--- src/rtl/sdlx_mc_core.sv ---
// sdlx_mc_core: multi-cycle SDLX processor core.
// One instruction is sequenced through FETCH, DECODE, EXEC, MEM and WB.
// The core talks to separate instruction and data memories over req/ack
// handshakes. A req stays high, with stable address, data and we, until
// its ack arrives. At most one of the two requests is high in any cycle.
module sdlx_mc_core #(
    parameter int              DATA_W   = 32,
    parameter int              PC_W     = 16,
    parameter logic [PC_W-1:0] RESET_PC = '0
) (
    input  logic              clk,
    input  logic              rst,
    output logic              imem_req,
    output logic [PC_W-1:0]   imem_addr,
    input  logic [31:0]       imem_rdata,
    input  logic              imem_ack,
    output logic              dmem_req,
    output logic              dmem_we,
    output logic [PC_W-1:0]   dmem_addr,
    output logic [DATA_W-1:0] dmem_wdata,
    input  logic [DATA_W-1:0] dmem_rdata,
    input  logic              dmem_ack,
    output logic [PC_W-1:0]   pc_out,
    output logic              retire,
    output logic              halted,
    output logic              illegal
);

    localparam logic [5:0] OP_RTYPE = 6'h00;
    localparam logic [5:0] OP_J     = 6'h02;
    localparam logic [5:0] OP_BEQZ  = 6'h04;
    localparam logic [5:0] OP_BNEZ  = 6'h05;
    localparam logic [5:0] OP_ADDI  = 6'h08;
    localparam logic [5:0] OP_LW    = 6'h23;
    localparam logic [5:0] OP_SW    = 6'h2B;
    localparam logic [5:0] OP_HALT  = 6'h3F;

    localparam logic [5:0] FN_ADD = 6'h20;
    localparam logic [5:0] FN_SUB = 6'h22;
    localparam logic [5:0] FN_AND = 6'h24;
    localparam logic [5:0] FN_OR  = 6'h25;
    localparam logic [5:0] FN_SLT = 6'h2A;

    typedef enum logic [2:0] {
        S_FETCH  = 3'd0,
        S_DECODE = 3'd1,
        S_EXEC   = 3'd2,
        S_MEM    = 3'd3,
        S_WB     = 3'd4,
        S_HALT   = 3'd5
    } state_t;

    // Architectural and sequencing state
    state_t                    state_q, state_d;
    logic [PC_W-1:0]           pc_q, pc_d;
    logic [31:0]               ir_q, ir_d;
    logic signed [DATA_W-1:0]  a_q, a_d;
    logic signed [DATA_W-1:0]  b_q, b_d;
    logic [DATA_W-1:0]         alu_q, alu_d;
    logic [DATA_W-1:0]         mdr_q, mdr_d;
    logic                      illegal_q, illegal_d;
    logic [DATA_W-1:0]         regs_q [32];
    logic [DATA_W-1:0]         regs_d [32];

    // Instruction fields, always taken from the latched IR
    logic [5:0]               op;
    logic [5:0]               func;
    logic [4:0]               rs1;
    logic [4:0]               rs2;
    logic [4:0]               rd;
    logic signed [DATA_W-1:0] imm16_ext;
    logic [PC_W-1:0]          br_off;
    logic [PC_W-1:0]          pc_inc;
    logic [PC_W-1:0]          br_target;
    logic                     br_taken;
    logic [DATA_W-1:0]        wb_data;

    logic is_rtype;
    logic is_legal;
    logic is_halt;
    logic is_branch;
    logic is_load;
    logic is_store;

    assign op        = ir_q[31:26];
    assign func      = ir_q[5:0];
    assign rs1       = ir_q[25:21];
    assign rs2       = ir_q[20:16];
    assign rd        = is_rtype ? ir_q[15:11] : ir_q[20:16];
    assign imm16_ext = DATA_W'($signed(ir_q[15:0]));

    // J uses the 26-bit offset, conditional branches the 16-bit one.
    // The target wraps modulo 2^PC_W.
    assign br_off    = (op == OP_J) ? PC_W'($signed(ir_q[25:0]))
                                    : PC_W'($signed(ir_q[15:0]));
    assign pc_inc    = pc_q + PC_W'(1);
    assign br_target = pc_inc + br_off;
    assign br_taken  = (op == OP_J)    ? 1'b1 :
                       (op == OP_BEQZ) ? (a_q == '0) :
                                         (a_q != '0);
    assign wb_data   = is_load ? mdr_q : alu_q;

    // All ALU work: R-type by function code, otherwise rs1 + imm16
    // (ADDI and the LW/SW address). Arithmetic wraps with no trap.
    function automatic logic [DATA_W-1:0] alu_f(
        input logic                     rtype,
        input logic [5:0]               fn,
        input logic signed [DATA_W-1:0] a,
        input logic signed [DATA_W-1:0] b,
        input logic signed [DATA_W-1:0] imm
    );
        logic [DATA_W-1:0] res;
        res = a + imm;
        if (rtype) begin
            case (fn)
                FN_ADD:  res = a + b;
                FN_SUB:  res = a - b;
                FN_AND:  res = a & b;
                FN_OR:   res = a | b;
                FN_SLT:  res = (a < b) ? DATA_W'(1) : '0;
                default: res = '0;
            endcase
        end
        return res;
    endfunction

    // Decode the latched opcode and function into instruction classes
    always_comb begin
        is_rtype  = 1'b0;
        is_legal  = 1'b1;
        is_halt   = 1'b0;
        is_branch = 1'b0;
        is_load   = 1'b0;
        is_store  = 1'b0;
        case (op)
            OP_RTYPE: begin
                is_rtype = 1'b1;
                case (func)
                    FN_ADD, FN_SUB, FN_AND, FN_OR, FN_SLT: is_legal = 1'b1;
                    default:                               is_legal = 1'b0;
                endcase
            end
            OP_ADDI:                is_legal  = 1'b1;
            OP_LW:                  is_load   = 1'b1;
            OP_SW:                  is_store  = 1'b1;
            OP_BEQZ, OP_BNEZ, OP_J: is_branch = 1'b1;
            OP_HALT:                is_halt   = 1'b1;
            default:                is_legal  = 1'b0;
        endcase
    end

    // Next-state logic: sequence one instruction per trip around the FSM
    always_comb begin
        state_d   = state_q;
        pc_d      = pc_q;
        ir_d      = ir_q;
        a_d       = a_q;
        b_d       = b_q;
        alu_d     = alu_q;
        mdr_d     = mdr_q;
        illegal_d = illegal_q;
        regs_d    = regs_q;
        case (state_q)
            S_FETCH: begin
                if (imem_ack) begin
                    ir_d    = imem_rdata;
                    state_d = S_DECODE;
                end
            end
            S_DECODE: begin
                // r0 is never written, so reading it always gives zero
                a_d = regs_q[rs1];
                b_d = regs_q[rs2];
                if (!is_legal) begin
                    illegal_d = 1'b1;
                    state_d   = S_HALT;
                end else if (is_halt) begin
                    state_d = S_HALT;
                end else begin
                    state_d = S_EXEC;
                end
            end
            S_EXEC: begin
                alu_d = alu_f(is_rtype, func, a_q, b_q, imm16_ext);
                if (is_branch) begin
                    pc_d    = br_taken ? br_target : pc_inc;
                    state_d = S_FETCH;
                end else if (is_load || is_store) begin
                    state_d = S_MEM;
                end else begin
                    state_d = S_WB;
                end
            end
            S_MEM: begin
                if (dmem_ack) begin
                    if (is_store) begin
                        pc_d    = pc_inc;
                        state_d = S_FETCH;
                    end else begin
                        mdr_d   = dmem_rdata;
                        state_d = S_WB;
                    end
                end
            end
            S_WB: begin
                if (rd != 5'd0) begin
                    regs_d[rd] = wb_data;
                end
                pc_d    = pc_inc;
                state_d = S_FETCH;
            end
            S_HALT: begin
                state_d = S_HALT;
            end
            default: begin
                state_d = S_FETCH;
            end
        endcase
    end

    // State registers, including the register file, cleared asynchronously
    always_ff @(posedge clk or posedge rst) begin
        if (rst) begin
            state_q   <= S_FETCH;
            pc_q      <= RESET_PC;
            ir_q      <= '0;
            a_q       <= '0;
            b_q       <= '0;
            alu_q     <= '0;
            mdr_q     <= '0;
            illegal_q <= 1'b0;
            for (int i = 0; i < 32; i++) begin
                regs_q[i] <= '0;
            end
        end else begin
            state_q   <= state_d;
            pc_q      <= pc_d;
            ir_q      <= ir_d;
            a_q       <= a_d;
            b_q       <= b_d;
            alu_q     <= alu_d;
            mdr_q     <= mdr_d;
            illegal_q <= illegal_d;
            for (int i = 0; i < 32; i++) begin
                regs_q[i] <= regs_d[i];
            end
        end
    end

    // Outputs decoded from state. Requests are gated by rst so that they
    // are low for the whole time reset is held, not just after the edge.
    always_comb begin
        imem_req   = !rst && (state_q == S_FETCH);
        dmem_req   = !rst && (state_q == S_MEM);
        dmem_we    = !rst && (state_q == S_MEM) && is_store;
        retire     = !rst && (((state_q == S_EXEC) && is_branch) ||
                              ((state_q == S_MEM) && is_store && dmem_ack) ||
                              (state_q == S_WB));
        halted     = (state_q == S_HALT);
        illegal    = illegal_q;
        imem_addr  = pc_q;
        pc_out     = pc_q;
        dmem_addr  = alu_q[PC_W-1:0];
        dmem_wdata = b_q;
    end

endmodule

--- config.mk ---
export PLATFORM = sky130hd
export DESIGN_NAME = sdlx_mc_core
export DESIGN_NICKNAME = d
export VERILOG_FILES = /design/src/rtl/sdlx_mc_core.sv
export SDC_FILE = /design/constraint.sdc
export NUM_CORES = 2
export LEC_CHECK = 0
export ABC_AREA = 0
export CORE_MARGIN = 2
export CORE_UTILIZATION = 32
export DETAILED_ROUTE_END_ITERATION = 10
export SLEW_MARGIN = 20
export SYNTH_ARGS = -nofsm -noshare
export SYNTH_HDL_FRONTEND = slang
export SYNTH_SLANG_ARGS = --single-unit
--- constraint.sdc ---
create_clock -name clk -period 104.3 [get_ports clk]
set_input_delay 15.645 -clock clk [delete_from_list [all_inputs] [get_ports clk]]
set_output_delay 15.645 -clock clk [all_outputs]
set_load 0.1 [all_outputs]
==> impl_metrics.ini <==
[run_status]
status = finished clean

[logic_synthesis]
async_flop_share_pct = 100.0
ys_ff_latch = 1204
yosysSeqAreaShare_pct = 45.23
yosys_warnings = 0
ys.flop_type = dfrtp_1
syn_area_per_cell_um2 = 11.13
yosys.cell_types.count = 82
ys_top_cells_by_area = dfrtp_1 45%, mux4_2 22%, a21oi_1 4.8%
yosysTopAreaCellShare_pct = 45.23
netlist_instances = 5985
syn_area_mm2 = 0.06661
synth_edf_count = 0
yosysTopAreaCell = dfrtp_1
synth_nets = 6215

[clock_network]
clk_latency_ns = 0.79
tritoncts = yes
clock_path_buffers = 3
cts_made_buffers = 118
cts.htree.levels = 3
root_buffer = clkbuf_16
cts_hold_repair.buffers = 0
ctsResizeCount = 0
cts_setup_buffers = 0
clkTransAtPathRegs_ns = 0.06
cts.sinks = 1204

[placement]
numPortBuffers = 153
pre_cts_ws_ns = 70.80
dp_hpwl_mm = 129.0
dp_cells = 8457
gp_congestion = 0.9063

[worst_setup_path]
cp_cell_sequence = clkdlybuf4s50_1 > a41oi_1 > buf_4 > nor2_1 > clkdlybuf4s50_1
arrival_ns = 17.87
path_buf_inv = 3
max_stage_delay_ns = 1.14
crit-reg2reg-launch = ir_q[21]
crit_path_top_delay_cell = clkdlybuf4s50_1
cpLargestDelayFamily = buffers and inverters
crit_path_end_kind = output port
critical_path_class = input pin to output port
crit_required_ns = 88.65
crit_path_start = dmem_ack
ff2ff_setup_slack_ns = 99.10
cp_common_cell = clkdlybuf4s50_1
cp_max_fo = 21
cp-start-kind = input pin

[timing]
slew_violations = 0
worstMarginPinSlew_ns = 1.192
fin_crit_ns = 33.51
setup_viol = 0
hold_viol = 0
post-route-period-util_pct = 32.13
max_freq_mhz = 29.84
rsz0062_at_grt = false
setup_ws_ns = 70.79
holdWs_ns = 0.3971
fin_skew_ns = 0.04647
fin_setup_tns_ns = 0
slew_headroom_pct = 20.50

[hold_path]
hold_start = regs_q[1020]
min_path_type = register to register

[grt]
antenna_found_initial = 12
grt_max_degree = 170
grt_pass1_vias = 48180
grt_pass1_wl_mm = 318.8
grtUsageTotal_pct = 20.03
globalRouteOverflowTotal = 0

[floorplanning]
start_util_pct = 32.17
core_area_mm2 = 0.2071
ioPinCount = 154
fp.dieH_um = 460.3
die_x_um = 460.3
rows = 167
dieArea_mm2 = 0.2118

[route]
finalWirelength_mm = 214.4
drc_errors = 0
via_count = 48590
wl_per_cell_um = 24.73
drt_pass1_iterations = 6
drt_iter0_markers = 5420
vias_per_cell = 5.603
drtAntennaViolNets = 0

[final_layout]
drive_above_1_share_pct = 18.89
area_growth_pct = 11.64
post-route-util_pct = 35.91
multi_input_area_mm2 = 0.03387
n_fill_cell = 20110
seqCellArea_mm2 = 0.03017
layout.cells.most_common = dfrtp_1
layout_common_cells = 1,193 x dfrtp_1, 645 x nor2_1, 645 x a21oi_1
final_nets = 6019
fin_cells = 8672

[power]
p_per_area_mw_per_mm2 = 33.00
peakVddDrop_mv = 0.02738
power.leakage_uw = 0.03107

[flow_run]
cap_violations = 0
layer usage:
metal  share of wire [%]  up-vias  GRT usage, %
li1                    -    21310             -
met1                  41    24670         26.63
met2                  47     2173         32.23
met3                 8.9      436         4.280
met4                 3.7        4         7.252
met5              0.0098        -             0
report_power, final:
part           switching [uW]  leakage, uW  total [uW]  internal [uW]
sequential                171       0.0162         796            625
combinational             704       0.0129        1210            511
clock                     193      0.00195         443            250
total                    1070       0.0311        2450           1390
cells by family (layout without fill, tap and decap cells):
group	count (synthesis)	in the layout	synth area share [%]
simple gates	1500	1500	9.422
flops	1204	1204	45.23
other cells	0	2	0
mux	818	818	24.45
xor+xnor	79	79	1.039
compound gates	1527	1527	12.45
fa+ha+maj	162	162	3.088
buf+inv	695	592	4.322
final timing paths:
check	endpoint	cells after the start
worst max-delay path	retire	5
worst min-delay path	regs_q[1020]	0
worst max register to register	a_q[26]	7
worst min register to register	regs_q[1020]	0
max in group asynchronous	regs_q[132]	6
min in group asynchronous	mdr_q[17]	2
state kept, by name, indices dropped and copies added (netlist names):
| register | flops |
|---|---|
| illegal | 1 |
| dmem_wdata | 32 |
| a_q | 32 |
| mdr_q | 32 |
| alu_q | 32 |
| ir_q | 32 |
| imem_addr | 16 |
| regs_q | 1024 |
| state_q | 3 |
worst reg2reg max path: cells and delay by family (launching register included):
kind                   cells  cell delay (ns)
flip-flops                 1             1.04
multiplexers               3             1.42
buffers and inverters      3             2.50
AO/OA/AOI/OAI              1             0.12
metrics by stage:
stage,power [uW],cell area (um^2)
2_1_floorplan,1652,66610
3_5_place_dp,2005,70410
6_report,2454,74360
4_1_cts,2451,74350
5_1_grt,2587,74360
3_3_place_gp,1976,70410
Yosys cell counts (49+ instances only):
cell	count
o21ai_0	607
mux2_2	63
buf_2	113
nor2_1	645
mux2i_1	114
ha_1	158
xnor2_1	49
mux4_2	640
dfrtp_1	1204
nand2_1	627
clkbuf_1	360
inv_1	108
o21ai_1	56
a21oi_1	645
buf_1	78
area by class of cell:
type / instances / share of cell area (%)
Clock inverter: 34 / 0.6057
Tap cell: 2788 / 4.691
Timing Repair Buffer: 269 / 3.325
Multi-Input combinational cell: 4086 / 45.55
Antenna cell: 2 / 0.006730
Clock buffer: 179 / 4.696
Inverter: 110 / 0.5653
Sequential cell: 1204 / 40.56
Power figures use the tool's default switching activity.
